**src/rtl/fpu_issue_ctrl_if.sv**
```systemverilog
//==============================================================================
// Module   : fpu_issue_ctrl_if
// Desc     : Request, response and FP-unit signal bundle for fpu_issue_ctrl.
// Revision : 1.0 - initial release
//==============================================================================
`default_nettype none

interface fpu_issue_ctrl_if #(
    parameter int TAG_W = 4
);
    // Request port
    logic             req_valid;
    logic             req_ready;
    logic [1:0]       req_opcode;
    logic             req_fmt;
    logic [31:0]      req_x;
    logic [31:0]      req_y;
    logic [TAG_W-1:0] req_tag;

    // Response port
    logic             resp_valid;
    logic             resp_ready;
    logic [31:0]      resp_r;
    logic [TAG_W-1:0] resp_tag;
    logic             resp_err;

    // Attached FP unit
    logic [1:0]       fpu_opcode;
    logic             fpu_fmt;
    logic [31:0]      fpu_x;
    logic [31:0]      fpu_y;
    logic [31:0]      fpu_r;

    // Controller side
    modport slave (
        input  req_valid, req_opcode, req_fmt, req_x, req_y, req_tag,
        output req_ready,
        output resp_valid, resp_r, resp_tag, resp_err,
        input  resp_ready,
        output fpu_opcode, fpu_fmt, fpu_x, fpu_y,
        input  fpu_r
    );

    // Requester / FP unit side
    modport master (
        output req_valid, req_opcode, req_fmt, req_x, req_y, req_tag,
        input  req_ready,
        input  resp_valid, resp_r, resp_tag, resp_err,
        output resp_ready,
        input  fpu_opcode, fpu_fmt, fpu_x, fpu_y,
        output fpu_r
    );
endinterface

`default_nettype wire

```
**src/rtl/fpu_issue_ctrl.sv**
```systemverilog
//==============================================================================
// Module   : fpu_issue_ctrl
// Desc     : Issues tagged add/mul ops to an attached FP unit and returns the
//            results in order through a credit-protected result FIFO.
// Revision : 1.0 - initial release
//==============================================================================
`default_nettype none

module fpu_issue_ctrl #(
    parameter int FPU_LAT    = 1,
    parameter int RBUF_DEPTH = 4,
    parameter int TAG_W      = 4
) (
    input  logic               clk,
    input  logic               rst_n,
    fpu_issue_ctrl_if.slave    bus,
    output logic               busy
);

    localparam int AW    = $clog2(RBUF_DEPTH);
    localparam int OCC_W = $clog2(RBUF_DEPTH + 1);

    // -------------------------------------------------------------------------
    // Credit / occupancy
    // -------------------------------------------------------------------------
    logic [OCC_W-1:0] occ_q;
    logic [OCC_W-1:0] occ_d;
    logic             req_ready;
    logic             accept;
    logic             pop;

    // Ready depends only on registered occupancy, so resp_ready never reaches it.
    assign req_ready     = (occ_q < OCC_W'(RBUF_DEPTH));
    assign bus.req_ready = req_ready;
    assign accept        = bus.req_valid & req_ready;
    assign busy          = (occ_q != '0);

    always_comb begin
        occ_d = occ_q;
        case ({accept, pop})
            2'b10:   occ_d = occ_q + OCC_W'(1);
            2'b01:   occ_d = occ_q - OCC_W'(1);
            default: occ_d = occ_q;
        endcase
    end

    always_ff @(posedge clk or negedge rst_n) begin
        if (!rst_n) begin
            occ_q <= '0;
        end else begin
            occ_q <= occ_d;
        end
    end

    // -------------------------------------------------------------------------
    // Operand registers driving the FP unit
    // -------------------------------------------------------------------------
    logic [1:0]  fpu_opcode_q;
    logic        fpu_fmt_q;
    logic [31:0] fpu_x_q;
    logic [31:0] fpu_y_q;
    logic        issue_fpu;

    // sqrt/div are not handled by the attached unit, so its inputs are left alone.
    assign issue_fpu = accept & ~bus.req_opcode[1];

    always_ff @(posedge clk or negedge rst_n) begin
        if (!rst_n) begin
            fpu_opcode_q <= 2'b00;
            fpu_fmt_q    <= 1'b0;
            fpu_x_q      <= 32'h0;
            fpu_y_q      <= 32'h0;
        end else if (issue_fpu) begin
            fpu_opcode_q <= bus.req_opcode;
            fpu_fmt_q    <= bus.req_fmt;
            fpu_x_q      <= bus.req_x;
            fpu_y_q      <= bus.req_y;
        end
    end

    assign bus.fpu_opcode = fpu_opcode_q;
    assign bus.fpu_fmt    = fpu_fmt_q;
    assign bus.fpu_x      = fpu_x_q;
    assign bus.fpu_y      = fpu_y_q;

    // -------------------------------------------------------------------------
    // Latency-matching pipe: {valid, tag, err} per stage
    // -------------------------------------------------------------------------
    logic [FPU_LAT-1:0]            pipe_vld_q;
    logic [FPU_LAT-1:0]            pipe_err_q;
    logic [FPU_LAT-1:0][TAG_W-1:0] pipe_tag_q;

    always_ff @(posedge clk or negedge rst_n) begin
        if (!rst_n) begin
            pipe_vld_q <= '0;
            pipe_err_q <= '0;
            pipe_tag_q <= '0;
        end else begin
            pipe_vld_q[0] <= accept;
            pipe_err_q[0] <= bus.req_opcode[1];
            pipe_tag_q[0] <= bus.req_tag;
            for (int i = 1; i < FPU_LAT; i++) begin
                pipe_vld_q[i] <= pipe_vld_q[i-1];
                pipe_err_q[i] <= pipe_err_q[i-1];
                pipe_tag_q[i] <= pipe_tag_q[i-1];
            end
        end
    end

    // -------------------------------------------------------------------------
    // Result FIFO
    // -------------------------------------------------------------------------
    logic [31:0]      mem_r_q   [RBUF_DEPTH];
    logic [TAG_W-1:0] mem_tag_q [RBUF_DEPTH];
    logic             mem_err_q [RBUF_DEPTH];

    logic [AW:0]      wr_ptr_q;
    logic [AW:0]      rd_ptr_q;
    logic             wr_en;
    logic             wr_err;
    logic [31:0]      wr_r;
    logic [TAG_W-1:0] wr_tag;
    logic             fifo_empty;
    logic             fifo_full;

    assign wr_en  = pipe_vld_q[FPU_LAT-1];
    assign wr_err = pipe_err_q[FPU_LAT-1];
    assign wr_tag = pipe_tag_q[FPU_LAT-1];
    assign wr_r   = wr_err ? 32'h0 : bus.fpu_r;

    // Extra pointer MSB distinguishes full from empty when the indices match.
    assign fifo_empty = (wr_ptr_q == rd_ptr_q);
    assign fifo_full  = (wr_ptr_q[AW] != rd_ptr_q[AW]) &&
                        (wr_ptr_q[AW-1:0] == rd_ptr_q[AW-1:0]);

    assign pop = ~fifo_empty & bus.resp_ready;

    always_ff @(posedge clk) begin
        if (wr_en) begin
            mem_r_q[wr_ptr_q[AW-1:0]]   <= wr_r;
            mem_tag_q[wr_ptr_q[AW-1:0]] <= wr_tag;
            mem_err_q[wr_ptr_q[AW-1:0]] <= wr_err;
        end
    end

    always_ff @(posedge clk or negedge rst_n) begin
        if (!rst_n) begin
            wr_ptr_q <= '0;
            rd_ptr_q <= '0;
        end else begin
            if (wr_en) begin
                wr_ptr_q <= wr_ptr_q + (AW+1)'(1);
            end
            if (pop) begin
                rd_ptr_q <= rd_ptr_q + (AW+1)'(1);
            end
        end
    end

    // Head fields are forced to zero while empty so reset/idle outputs are clean.
    assign bus.resp_valid = ~fifo_empty;
    assign bus.resp_r     = fifo_empty ? 32'h0        : mem_r_q[rd_ptr_q[AW-1:0]];
    assign bus.resp_tag   = fifo_empty ? {TAG_W{1'b0}} : mem_tag_q[rd_ptr_q[AW-1:0]];
    assign bus.resp_err   = fifo_empty ? 1'b0         : mem_err_q[rd_ptr_q[AW-1:0]];

    a_no_overflow : assert property (
        @(posedge clk) disable iff (!rst_n) !(wr_en && fifo_full && !pop)
    );

endmodule

`default_nettype wire

```
**src/flat_wrapper.sv**
```systemverilog
// flat-port wrapper written by rule: the top's interface ports become plain ports
module fpu_issue_ctrl_flat 
#(
    parameter int FPU_LAT    = 1,
    parameter int RBUF_DEPTH = 4,
    parameter int TAG_W      = 4
)
  (clk, rst_n, busy, bus_req_valid, bus_req_opcode, bus_req_fmt, bus_req_x, bus_req_y, bus_req_tag, bus_req_ready, bus_resp_valid, bus_resp_r, bus_resp_tag, bus_resp_err, bus_resp_ready, bus_fpu_opcode, bus_fpu_fmt, bus_fpu_x, bus_fpu_y, bus_fpu_r);
  fpu_issue_ctrl_if #(.TAG_W(TAG_W)) bus_i ();
  input  logic clk;
  input  logic rst_n;
  output logic busy;
  input wire logic [$bits(bus_i.req_valid)-1:0] bus_req_valid;
  input wire logic [$bits(bus_i.req_opcode)-1:0] bus_req_opcode;
  input wire logic [$bits(bus_i.req_fmt)-1:0] bus_req_fmt;
  input wire logic [$bits(bus_i.req_x)-1:0] bus_req_x;
  input wire logic [$bits(bus_i.req_y)-1:0] bus_req_y;
  input wire logic [$bits(bus_i.req_tag)-1:0] bus_req_tag;
  output wire logic [$bits(bus_i.req_ready)-1:0] bus_req_ready;
  output wire logic [$bits(bus_i.resp_valid)-1:0] bus_resp_valid;
  output wire logic [$bits(bus_i.resp_r)-1:0] bus_resp_r;
  output wire logic [$bits(bus_i.resp_tag)-1:0] bus_resp_tag;
  output wire logic [$bits(bus_i.resp_err)-1:0] bus_resp_err;
  input wire logic [$bits(bus_i.resp_ready)-1:0] bus_resp_ready;
  output wire logic [$bits(bus_i.fpu_opcode)-1:0] bus_fpu_opcode;
  output wire logic [$bits(bus_i.fpu_fmt)-1:0] bus_fpu_fmt;
  output wire logic [$bits(bus_i.fpu_x)-1:0] bus_fpu_x;
  output wire logic [$bits(bus_i.fpu_y)-1:0] bus_fpu_y;
  input wire logic [$bits(bus_i.fpu_r)-1:0] bus_fpu_r;
  assign bus_i.req_valid = bus_req_valid;
  assign bus_i.req_opcode = bus_req_opcode;
  assign bus_i.req_fmt = bus_req_fmt;
  assign bus_i.req_x = bus_req_x;
  assign bus_i.req_y = bus_req_y;
  assign bus_i.req_tag = bus_req_tag;
  assign bus_req_ready = bus_i.req_ready;
  assign bus_resp_valid = bus_i.resp_valid;
  assign bus_resp_r = bus_i.resp_r;
  assign bus_resp_tag = bus_i.resp_tag;
  assign bus_resp_err = bus_i.resp_err;
  assign bus_i.resp_ready = bus_resp_ready;
  assign bus_fpu_opcode = bus_i.fpu_opcode;
  assign bus_fpu_fmt = bus_i.fpu_fmt;
  assign bus_fpu_x = bus_i.fpu_x;
  assign bus_fpu_y = bus_i.fpu_y;
  assign bus_i.fpu_r = bus_fpu_r;
  fpu_issue_ctrl #(.FPU_LAT(FPU_LAT), .RBUF_DEPTH(RBUF_DEPTH), .TAG_W(TAG_W)) u_core (.clk(clk), .rst_n(rst_n), .bus(bus_i), .busy(busy));
endmodule
```
**config.mk**
```make
export PLATFORM = sky130hd
export DESIGN_NAME = fpu_issue_ctrl_flat
export DESIGN_NICKNAME = d
export VERILOG_FILES = /design/src/rtl/fpu_issue_ctrl_if.sv /design/src/rtl/fpu_issue_ctrl.sv /design/src/flat_wrapper.sv
export SDC_FILE = /design/constraint.sdc
export NUM_CORES = 1
export LEC_CHECK = 0
export ABC_CLOCK_PERIOD_IN_PS = 3960
export CAP_MARGIN = 20
export CORE_ASPECT_RATIO = 0.75
export CORE_MARGIN = 2
export CORE_UTILIZATION = 30
export DETAILED_ROUTE_END_ITERATION = 12
export SLEW_MARGIN = 30
export SYNTH_ARGS = -nofsm -noshare
export SYNTH_HDL_FRONTEND = slang
export SYNTH_SLANG_ARGS = --single-unit
```
**constraint.sdc**
```tcl
create_clock -name clk -period 3.96 [get_ports clk]
set_input_delay 1.188 -clock clk [delete_from_list [all_inputs] [get_ports clk]]
set_output_delay 1.188 -clock clk [all_outputs]
set_load 0.02 [all_outputs]
```
==> key figures <==
Placed design
  – Post-DP HPWL: 13,000 µm
  – Placed inst area: 11,800 µm²
  – I/O Buffers: 213
  – Pre-CTS setup slack: 0.608 ns
  – GPL Wtd Cong: 0.685

Timing
  – Fmax: 261 MHz
  – Final worst slack: 0.133 ns
  – Max_slew headroom: 39.3%
  – Clock skew after layout: 0.0257 ns
  – Fin. max-slew vios: 0
  – Final setup TNS: 0 ns
  – Tmin final: 3.83 ns
  – Final hold vios: 0
  – Worst slew pin tran: 0.910 ns
  – RSZ-0062 raised after global routing: false
  – Tcrit/Tclk final: 96.6%
  – Final setup vio count: 0

Route
  – DR WL/cell: 18.0 µm
  – Drt first pass iters: 4
  – Vias: 4,920
  – DRT Wirelength: 20,100 µm
  – Vias per inst: 4.40
  – Initial DRC count: 222
  – Number of remaining DRC errors: 0
  – ANT nets after route: 0

Cells and area
  – Fin util: 41.8%
  – Area delta synth->final: 37.3%
  – Area of the multi-input gates: 2500 µm²
  – Most common cell after layout, fill and taps aside: clkdlybuf4s50_1
  – Layout fillers: 2,752
  – Final Cell Area: 12,600 µm²
  – Reg area: 6500 µm²
  – Commonest non-fill, non-tap cells in the layout: clkdlybuf4s50_1, edfxtp_1, dfrtp_1
  – Share of cells above drive strength 1: 25.0%
  – Layout net count: 815

Status
  – Status: finished clean

Synth
  – Post-synthesis compound-gate area fraction: 0.504%
  – Post-synthesis cell type count: 31
  – Adder-cell share of the synthesized area: 1.04%
  – XOR/XNOR Fraction of Synth Area: 0.954%
  – Warnings from Yosys: 0
  – Seq cells post-synth: 230
  – Post-synth EDFFs: 148
  – FFs w/ async S/R, synth: 35.7%
  – Largest family of logic cells by synthesized area: multiplexers
  – Cells after Synth: 472
  – Simple-Gate Fraction of Synth Area: 7.27%
  – Avg Inst Size Synth: 19.4 µm²
  – Register area share after synthesis: 70.8%
  – Top FF cell, synth: edfxtp_1
  – Mux contribution to synthesized area: 17.2%
  – Post-Synthesis Cell Area: 9180 µm²
  – Net Count, Synth: 586

Clock network
  – Number of H-tree levels: 1
  – CTS tree: done
  – CTS buffer count: 25
  – Max clock buf depth: 3
  – Root buf cell: clkbuf_16
  – # Post-CTS Setup Buffers: 0
  – Worst-skew pair later-pin latency: 0.52 ns
  – CTS sink cnt: 230
  – Clk slew on worst S/H paths: 0.06 ns

Floorplanning
  – Core area: 30,100 µm²
  – DIE HEIGHT: 155 µm
  – # IOs: 214
  – Initial core utilization: 30.4%
  – Row count: 55
  – Die width: 206 µm
  – Die area: 32,000 µm²

GRT
  – Initial antenna violation count: 1
  – Total GRT Usage: 12.7%
  – Largest net degree at the start of global routing: 54
  – Number of global-route vias before repair: 5,356
  – GR Overflow Total: 0
  – First-pass GRT wire length: 31,200 µm

Power and ir drop
  – Total power density per cell area: 822 nW/µm²
  – Overall power: 0.0104 W
  – Lkg Pwr: 4.57 nW
  – Worst VDD drop: 0.389 mV

Worst setup path
  – CP Capture Type: output pin
  – Critical Path RT: 2.77 ns
  – Reg-to-reg startpoint: u_core.rd_ptr_q[0]
  – Critical path data arrival time: 2.64 ns
  – CP startpoint kind: flop
  – Slowest stage delay, CP: 0.56 ns
  – Crit path max fanout: 32
  – Worst Setup SP: u_core.rd_ptr_q[0]
  – Critical path class: reg2out
  – Cell Chain, Critical Path: buf_16, mux4_2, nor2b_1, clkdlybuf4s50_1
  – CP max-delay cell: mux4_2

Hold path
  – Hold Path Class: reg2reg
  – Hold path start: u_core.occ_q[0]

Run
  – Max Cap Viol: 0
-- what timing repair did --
action,4_1_cts,5_1_grt
endpoints found under the hold margin,0,0
hold buffers,0,0
gates resized for setup,0,4
setup endpoints to repair,0,25
-- worst paths after layout --
kind                                              to  slack, ns  depth (start not counted)
worst max-delay path                  bus_resp_r[31]       0.13                          4
worst min-delay path                 u_core.occ_q[0]       0.48                          1
worst max register to register       u_core.occ_q[1]       1.61                          7
worst min register to register       u_core.occ_q[0]       0.48                          1
max in group asynchronous       u_core.bus.fpu_y[27]       2.57                          2
min in group asynchronous        u_core.bus.fpu_y[3]       0.69                          1
-- synth_stat cells, drive strengths merged (2+ instances only) --
| library cell | n | area share (%) |
|---|---|---|
| inv | 9 | 0.37 |
| and2 | 4 | 0.27 |
| nor2b | 70 | 6.4 |
| edfxtp | 148 | 48 |
| dfrtp | 82 | 22 |
| xnor2 | 4 | 0.38 |
| xor2 | 6 | 0.57 |
| nor2 | 2 | 0.11 |
| clkbuf | 4 | 0.16 |
| o21ai | 3 | 0.16 |
| mux4 | 37 | 9.1 |
| nand2 | 2 | 0.082 |
| buf | 18 | 1.7 |
| mux2 | 66 | 8.1 |
| nand2b | 2 | 0.14 |
| ha | 6 | 0.82 |
-- registers in the layout, indices dropped and copies added (netlist names), 2 cells and up --
register	cells
u_core.mem_r_q	128
u_core.bus.fpu_x	32
u_core.bus.fpu_y	32
u_core.mem_tag_q	16
u_core.mem_err_q	4
u_core.pipe_tag_q	4
u_core.occ_q	3
u_core.rd_ptr_q	3
u_core.wr_ptr_q	3
u_core.bus.fpu_opcode	2
-- final cells by class --
type	instances	share of cell area, %
Sequential cell	230	51.6
Inverter	9	0.268
Tap cell	399	3.96
Multi-Input combinational cell	211	19.8
Clock inverter	17	1.26
Timing Repair Buffer	224	18.0
Antenna cell	1	0.0199
Clock buffer	28	5.05
-- worst max-delay path, delay by kind of cell (launching register included) --
family	cells	cell delay (ns)
mux	1	0.56
flops	1	0.55
buf+inv	2	0.84
simple gates	1	0.15
-- stage by stage --
stage / std cells / hold slack, ns
global route: 1118 / 0.493
finish: 1119 / 0.476
CTS: 1118 / 0.479
floorplan: 472 / 0.446
detailed placement: 1073 / 0.467
global placement: 1073 / 0.462
-- power by group --
group          switching (W)  internal, W
sequential          0.000316      0.00320
clock               0.000916      0.00135
combinational        0.00220      0.00237
-- logic make-up after synthesis --
| logic type | count (synthesis) |
|---|---|
| flip-flops | 230 |
| multiplexers | 103 |
| AND/OR/NAND/NOR | 84 |
| buffers and inverters | 31 |
| XOR/XNOR | 10 |
| AO/OA/AOI/OAI | 7 |
| adder cells (fa/ha/maj) | 7 |
-- layer usage --
metal	up-vias	share of wire [%]	track usage, %
met5	-	0	0
met3	35	11	5.55
met4	0	2.3	2.93
met2	202	43	19.0
met1	2456	43	17.2
li1	2227	-	-
(Power assumes the default switching activity.)
